**config.mk**
```make
export PLATFORM = sky130hd
export DESIGN_NAME = shift_dist_unit
export DESIGN_NICKNAME = d
export VERILOG_FILES = /design/src/rtl/shift_dist_pkg.sv /design/src/rtl/shift_step.sv /design/src/rtl/shift_dist_unit.sv
export SDC_FILE = /design/constraint.sdc
export NUM_CORES = 1
export LEC_CHECK = 0
export ABC_AREA = 1
export CAP_MARGIN = 20
export CORE_ASPECT_RATIO = 0.9
export CORE_MARGIN = 2
export CORE_UTILIZATION = 52
export DETAILED_ROUTE_END_ITERATION = 16
export PLACE_DENSITY_LB_ADDON = 0.15
export SETUP_SLACK_MARGIN = 0.5
export SLEW_MARGIN = 0
export SYNTH_ARGS = -nofsm -noshare
export SYNTH_HDL_FRONTEND = slang
export SYNTH_SLANG_ARGS = --single-unit
```
**constraint.sdc**
```tcl
create_clock -name clk -period 6.5 [get_ports clk]
set_input_delay 1.3 -clock clk [delete_from_list [all_inputs] [get_ports clk]]
set_output_delay 1.3 -clock clk [all_outputs]
set_load 0.005 [all_outputs]
```
**src/rtl/shift_dist_pkg.sv**
```systemverilog
// Shared definitions for the multicycle shifter: FSM state codes, op codes and
// small helpers used to size and decode the datapath.
package shift_dist_pkg;

  localparam logic [1:0] StIdle  = 2'd0;
  localparam logic [1:0] StShift = 2'd1;
  localparam logic [1:0] StDone  = 2'd2;

  localparam logic [2:0] OP_PASS = 3'b000;
  localparam logic [2:0] OP_SLL  = 3'b001;
  localparam logic [2:0] OP_SRL  = 3'b010;
  localparam logic [2:0] OP_SRA  = 3'b011;
  localparam logic [2:0] OP_ROL  = 3'b100;
  localparam logic [2:0] OP_ROR  = 3'b101;

  function automatic int unsigned clog2(input int unsigned value);
    int unsigned res;
    res = 0;
    while ((64'd1 << res) < 64'(value)) begin
      res++;
    end
    return res;
  endfunction

  // Codes 110/111 are reserved and behave like pass.
  function automatic logic op_is_pass(input logic [2:0] op);
    return (op == OP_PASS) || (op > OP_ROR);
  endfunction

endpackage

```
**src/rtl/shift_step.sv**
```systemverilog
// Combinational single-step shifter: moves the work word by min(STEP, remaining)
// bits in the direction and fill mode selected by op.
module shift_step
  import shift_dist_pkg::*;
#(
  parameter int unsigned WIDTH   = 32,
  parameter int unsigned STEP    = 1,
  parameter int unsigned SHAMT_W = clog2(WIDTH)
) (
  input  logic [WIDTH-1:0]   work_i,
  input  logic [2:0]         op_i,
  input  logic [SHAMT_W-1:0] rem_i,
  output logic [SHAMT_W-1:0] k_o,
  output logic [WIDTH-1:0]   work_o
);

  always_comb begin
    if (32'(rem_i) > STEP) begin
      k_o = SHAMT_W'(STEP);
    end else begin
      k_o = rem_i;
    end
  end

  // SRA keeps the MSB, which is the sign bit latched at accept time.
  always_comb begin
    work_o = work_i;
    case (op_i)
      OP_SLL:  work_o = work_i << k_o;
      OP_SRL:  work_o = work_i >> k_o;
      OP_SRA:  work_o = $signed(work_i) >>> k_o;
      OP_ROL:  work_o = (work_i << k_o) | (work_i >> (WIDTH - 32'(k_o)));
      OP_ROR:  work_o = (work_i >> k_o) | (work_i << (WIDTH - 32'(k_o)));
      default: work_o = work_i;
    endcase
  end

endmodule

```
**src/rtl/shift_dist_unit.sv**
```systemverilog
// Multicycle shifter with integrated distance-source selection. Accepts a request in
// IDLE or DONE, shifts up to STEP bits per cycle, then pulses done with the result.
module shift_dist_unit
  import shift_dist_pkg::*;
#(
  parameter int unsigned WIDTH   = 32,
  parameter int unsigned N_SRC   = 3,
  parameter int unsigned STEP    = 1,
  parameter int unsigned SHAMT_W = clog2(WIDTH),
  parameter int unsigned SEL_W   = (N_SRC > 1) ? clog2(N_SRC) : 1
) (
  input  logic                   clk,
  input  logic                   reset,
  input  logic                   start,
  input  logic [SEL_W-1:0]       dist_sel,
  input  logic [N_SRC*WIDTH-1:0] dist_src,
  input  logic [2:0]             op,
  input  logic [WIDTH-1:0]       data_in,
  output logic                   busy,
  output logic                   done,
  output logic                   sel_err,
  output logic [WIDTH-1:0]       data_out
);

  logic [1:0]         state_q, state_d;
  logic [WIDTH-1:0]   work_q, work_d;
  logic [2:0]         op_q, op_d;
  logic [SHAMT_W-1:0] rem_q, rem_d;
  logic               sel_err_q, sel_err_d;
  logic [WIDTH-1:0]   data_out_q, data_out_d;

  logic [WIDTH-1:0]   src_word;
  logic [SHAMT_W-1:0] src_shamt;
  logic               sel_oob;
  logic               unused_src_hi;
  logic [WIDTH-1:0]   step_work;
  logic [SHAMT_W-1:0] step_k;

  always_comb begin
    src_word = '0;
    for (int unsigned k = 0; k < N_SRC; k++) begin
      if (32'(dist_sel) == k) begin
        src_word = dist_src[k*WIDTH +: WIDTH];
      end
    end
  end

  // An out-of-range selector yields distance 0 so the word passes through untouched.
  assign sel_oob       = (32'(dist_sel) >= N_SRC);
  assign src_shamt     = sel_oob ? '0 : src_word[SHAMT_W-1:0];
  assign unused_src_hi = ^src_word[WIDTH-1:SHAMT_W];

  shift_step #(
    .WIDTH   (WIDTH),
    .STEP    (STEP),
    .SHAMT_W (SHAMT_W)
  ) u_shift_step (
    .work_i (work_q),
    .op_i   (op_q),
    .rem_i  (rem_q),
    .k_o    (step_k),
    .work_o (step_work)
  );

  always_comb begin
    state_d    = state_q;
    work_d     = work_q;
    op_d       = op_q;
    rem_d      = rem_q;
    sel_err_d  = sel_err_q;
    data_out_d = data_out_q;
    if (state_q == StShift) begin
      work_d = step_work;
      rem_d  = rem_q - step_k;
      if (rem_d == '0) begin
        state_d    = StDone;
        data_out_d = step_work;
      end
    end else if (start) begin
      work_d    = data_in;
      op_d      = op;
      rem_d     = src_shamt;
      sel_err_d = sel_oob;
      if ((src_shamt != '0) && !op_is_pass(op)) begin
        state_d = StShift;
      end else begin
        state_d    = StDone;
        data_out_d = data_in;
      end
    end else begin
      state_d = StIdle;
    end
  end

  always_ff @(posedge clk or negedge reset) begin
    if (!reset) begin
      state_q    <= StIdle;
      work_q     <= '0;
      op_q       <= OP_PASS;
      rem_q      <= '0;
      sel_err_q  <= 1'b0;
      data_out_q <= '0;
    end else begin
      state_q    <= state_d;
      work_q     <= work_d;
      op_q       <= op_d;
      rem_q      <= rem_d;
      sel_err_q  <= sel_err_d;
      data_out_q <= data_out_d;
    end
  end

  assign busy     = (state_q == StShift);
  assign done     = (state_q == StDone);
  assign sel_err  = sel_err_q;
  assign data_out = data_out_q;

endmodule
```
==> results.md <==
* Post-CTS Hold Buffers at 0
* FF-to-FF Start: rem_q[1]
* Final Setup Violations at 0
* Post-synth top area share at 0.323
* PwrDens at 622 mW/mm2
* Drt drc at 0
* Critical path cell sequence: nor2_4 > nand2_2 > nor2_4 > buf_4 > ha_1 > inv_1 > nand2_1 > nand3_1 > nand3_1 > nand2_1 > nand2_1 > nand2_1 > nand2_1 > nand2_1 > nand2_1
* Commonest cells after routing, fill and taps aside: nand2_1 (400), clkdlybuf4s50_1 (88), nand3_1 (78), dfrtp_1 (75), inv_1 (72)
* Synth unique cells at 40
* N_diodes at 0
* Commonest non-fill, non-tap cell in the layout: nand2_1
* Setup TNS at 0 ns
* RSZ-0062 raised after global routing: false
* Seq cells post-synth at 75
* Initial antenna violation count at 0
* Core Util, Final at 0.641
* GRT overflow at 0
* Reg2reg path depth at 15
* Post-synthesis sequential area ratio at 0.323
* Post-Synthesis Cells at 937
* Vias at 6505
* Hold crit path type: reg2reg
* Placer congestion estimate at 1.03
* Final Hold Fails at 0
* Sequential cell area at 0.00188 mm2
* I/O pin cnt at 171
* Synth-to-Final Area Change at 19.7%
* Routed WL per cell at 16.8 um
* Fillers at 1058
* Area contributors post-synth: dfrtp_1 (32%), nand2_1 (26%), nand3_1 (6.7%), inv_1 (4.6%), o21ai_0 (4.3%)
* CTS Buffer Depth at 2
* Max Cap Viol at 0
* Hpwl dp at 13.5 mm
* Initial Utilization at 0.536
* Buf/Inv on CP at 2
* Worst hold stages at 2
* H-tree depth at 3
* Die Area at 0.0120 mm2
* DR vias/cell at 5.65
* CP max stage cell: inv_1
* Cell family with most CP delay: simple AND/OR/NAND/NOR gates
* Multi-input logic area at 0.00335 mm2
* Core Area at 0.0109 mm2
* Leak Pwr at 0.00342 uW
* Critical Path Sink Type: flip-flop
* Most used DFF post-synth: dfrtp_1
* Number of global-route vias before repair at 5910
* Fmax at 0.231 GHz
* Setup Skew at 0.0105 ns
* Final ANT Viol Nets at 0
* Share of synthesized flip-flops with an asynchronous set or reset at 1.00
* Largest net degree at the start of global routing at 76
* GR Util All Layers at 0.329
* Worst rel slew slack at 0.260
* Critical path origin: rem_q[1]
* Die width at 115 um
* Status: completed
* Stages on the worst setup path at 15
* Worst Hold Launch: work_q[25]
* Yosys warnings at 0
* Final nets at 1133
* Tmin final at 4.33 ns
* Drt pass-1 iters at 6
* Crit path largest cell delay at 1.01 ns
* Worst Setup Start Kind: flip-flop
* Crit path DAT at 4.58 ns
* Top cell type by total area after synthesis: dfrtp_1
* Syn Std Cell Area at 0.00581 mm2
* Clock root buffer master: clkbuf_16
* Die H at 104 um
* PortBufs at 89
* Post-route fraction of the period consumed by the critical path at 0.666
* Clk_lat worst skew at 0.36 ns
* Least-Margin Pin Slew at 1.11 ns
* Inserted Clock Buffers at 9
* Final Max Slew Viols at 0
* CTS resizes at 0
* EDFF count, synth at 0
* Worst setup path category: reg2reg
* CTS tree: yes
* Average cell area after synthesis at 6.20 um2
* Post-CTS setup repair buffer count at 0
* CTS Sinks at 75
* Worst EP required at 6.75 ns
* CP most frequent cell: nand2_1
* Max IR drop VDD at 0.436 mV
* First-pass GRT wire length at 30.8 mm
* Mapped Nets at 1075
* WL final at 19.3 mm
* CP max FO at 37
* First DRT Iteration DRCs at 1053
* Clock slew at reported path FFs at 0.07 ns
* Row count at 36
* WHS at 0.482 ns
* Share of cells above drive strength 1 at 0.0680
==> cells in the mapped netlist (all sizes together), types with 5 or more instances <==
cell type  count
nand3         81
or2            6
o22ai          5
a21oi         22
nor3          11
clkbuf        19
o21ai        106
o211ai        16
nor2          43
dfrtp         75
nand2        412
inv           81
a31oi          6
buf           29
nand4         10
==> path summary, 6_finish.rpt <==
kind | endpoint | slack (ns)
worst max-delay path | data_out[30] | 2.17
worst min-delay path | work_q[25] | 0.48
worst max register to register | data_out[30] | 2.17
worst min register to register | work_q[25] | 0.48
max in group asynchronous | work_q[0] | 4.78
min in group asynchronous | data_out[12] | 1.05
==> state kept, by name, summed over array words and instances (netlist names) <==
name and flops:
work_q 32, data_out 32, rem_q 5, state_q 2
op_q 3, sel_err 1
==> where the power goes <==
part           switching (uW)  internal [uW]
logic                    1970            946
registers                 185            714
clock network             239            271
==> kinds of logic (layout without fill, tap and decap cells) <==
family          after synthesis  in the layout  share of synthesized area
compound gates              163            163                      0.159
xor+xnor                      2              2                    0.00301
fa+ha+maj                     2              2                    0.00430
buf+inv                     130            193                      0.101
flops                        75             75                      0.323
other cells                   1              1                   0.000645
simple gates                564            564                      0.409
==> per-stage QoR <==
stage / power, uW / std cells / area [um2] / setup slack, ns
finish: 4330 / 1152 / 6960 / 2.17
global route: 4690 / 1152 / 6960 / 2.02
CTS: 4280 / 1152 / 6960 / 2.36
detailed placement: 3740 / 1136 / 6660 / 2.35
global placement: 3710 / 1136 / 6660 / 2.37
floorplan: 2920 / 937 / 5810 / 4.04
==> layer usage <==
layer,up-vias,track usage,wire [um]
met5,-,0.0178,0
met4,0,0.101,444
met3,38,0.0746,1860
met2,319,0.488,8500
met1,2994,0.474,8510
li1,3154,-,-
==> cell type report <==
| type | count | share of cell area |
|---|---|---|
| Clock buffer | 9 | 0.0324 |
| Sequential cell | 75 | 0.270 |
| Clock inverter | 7 | 0.0102 |
| Inverter | 82 | 0.0442 |
| Tap cell | 152 | 0.0273 |
| Timing Repair Buffer | 95 | 0.134 |
| Multi-Input combinational cell | 732 | 0.482 |
==> worst min-delay path, delay by kind of cell, from the launching register on <==
family	cells	cell delay [ns]
DFF	1	0.35
and+or+nand+nor	2	0.10
(Power assumes the default switching activity.)
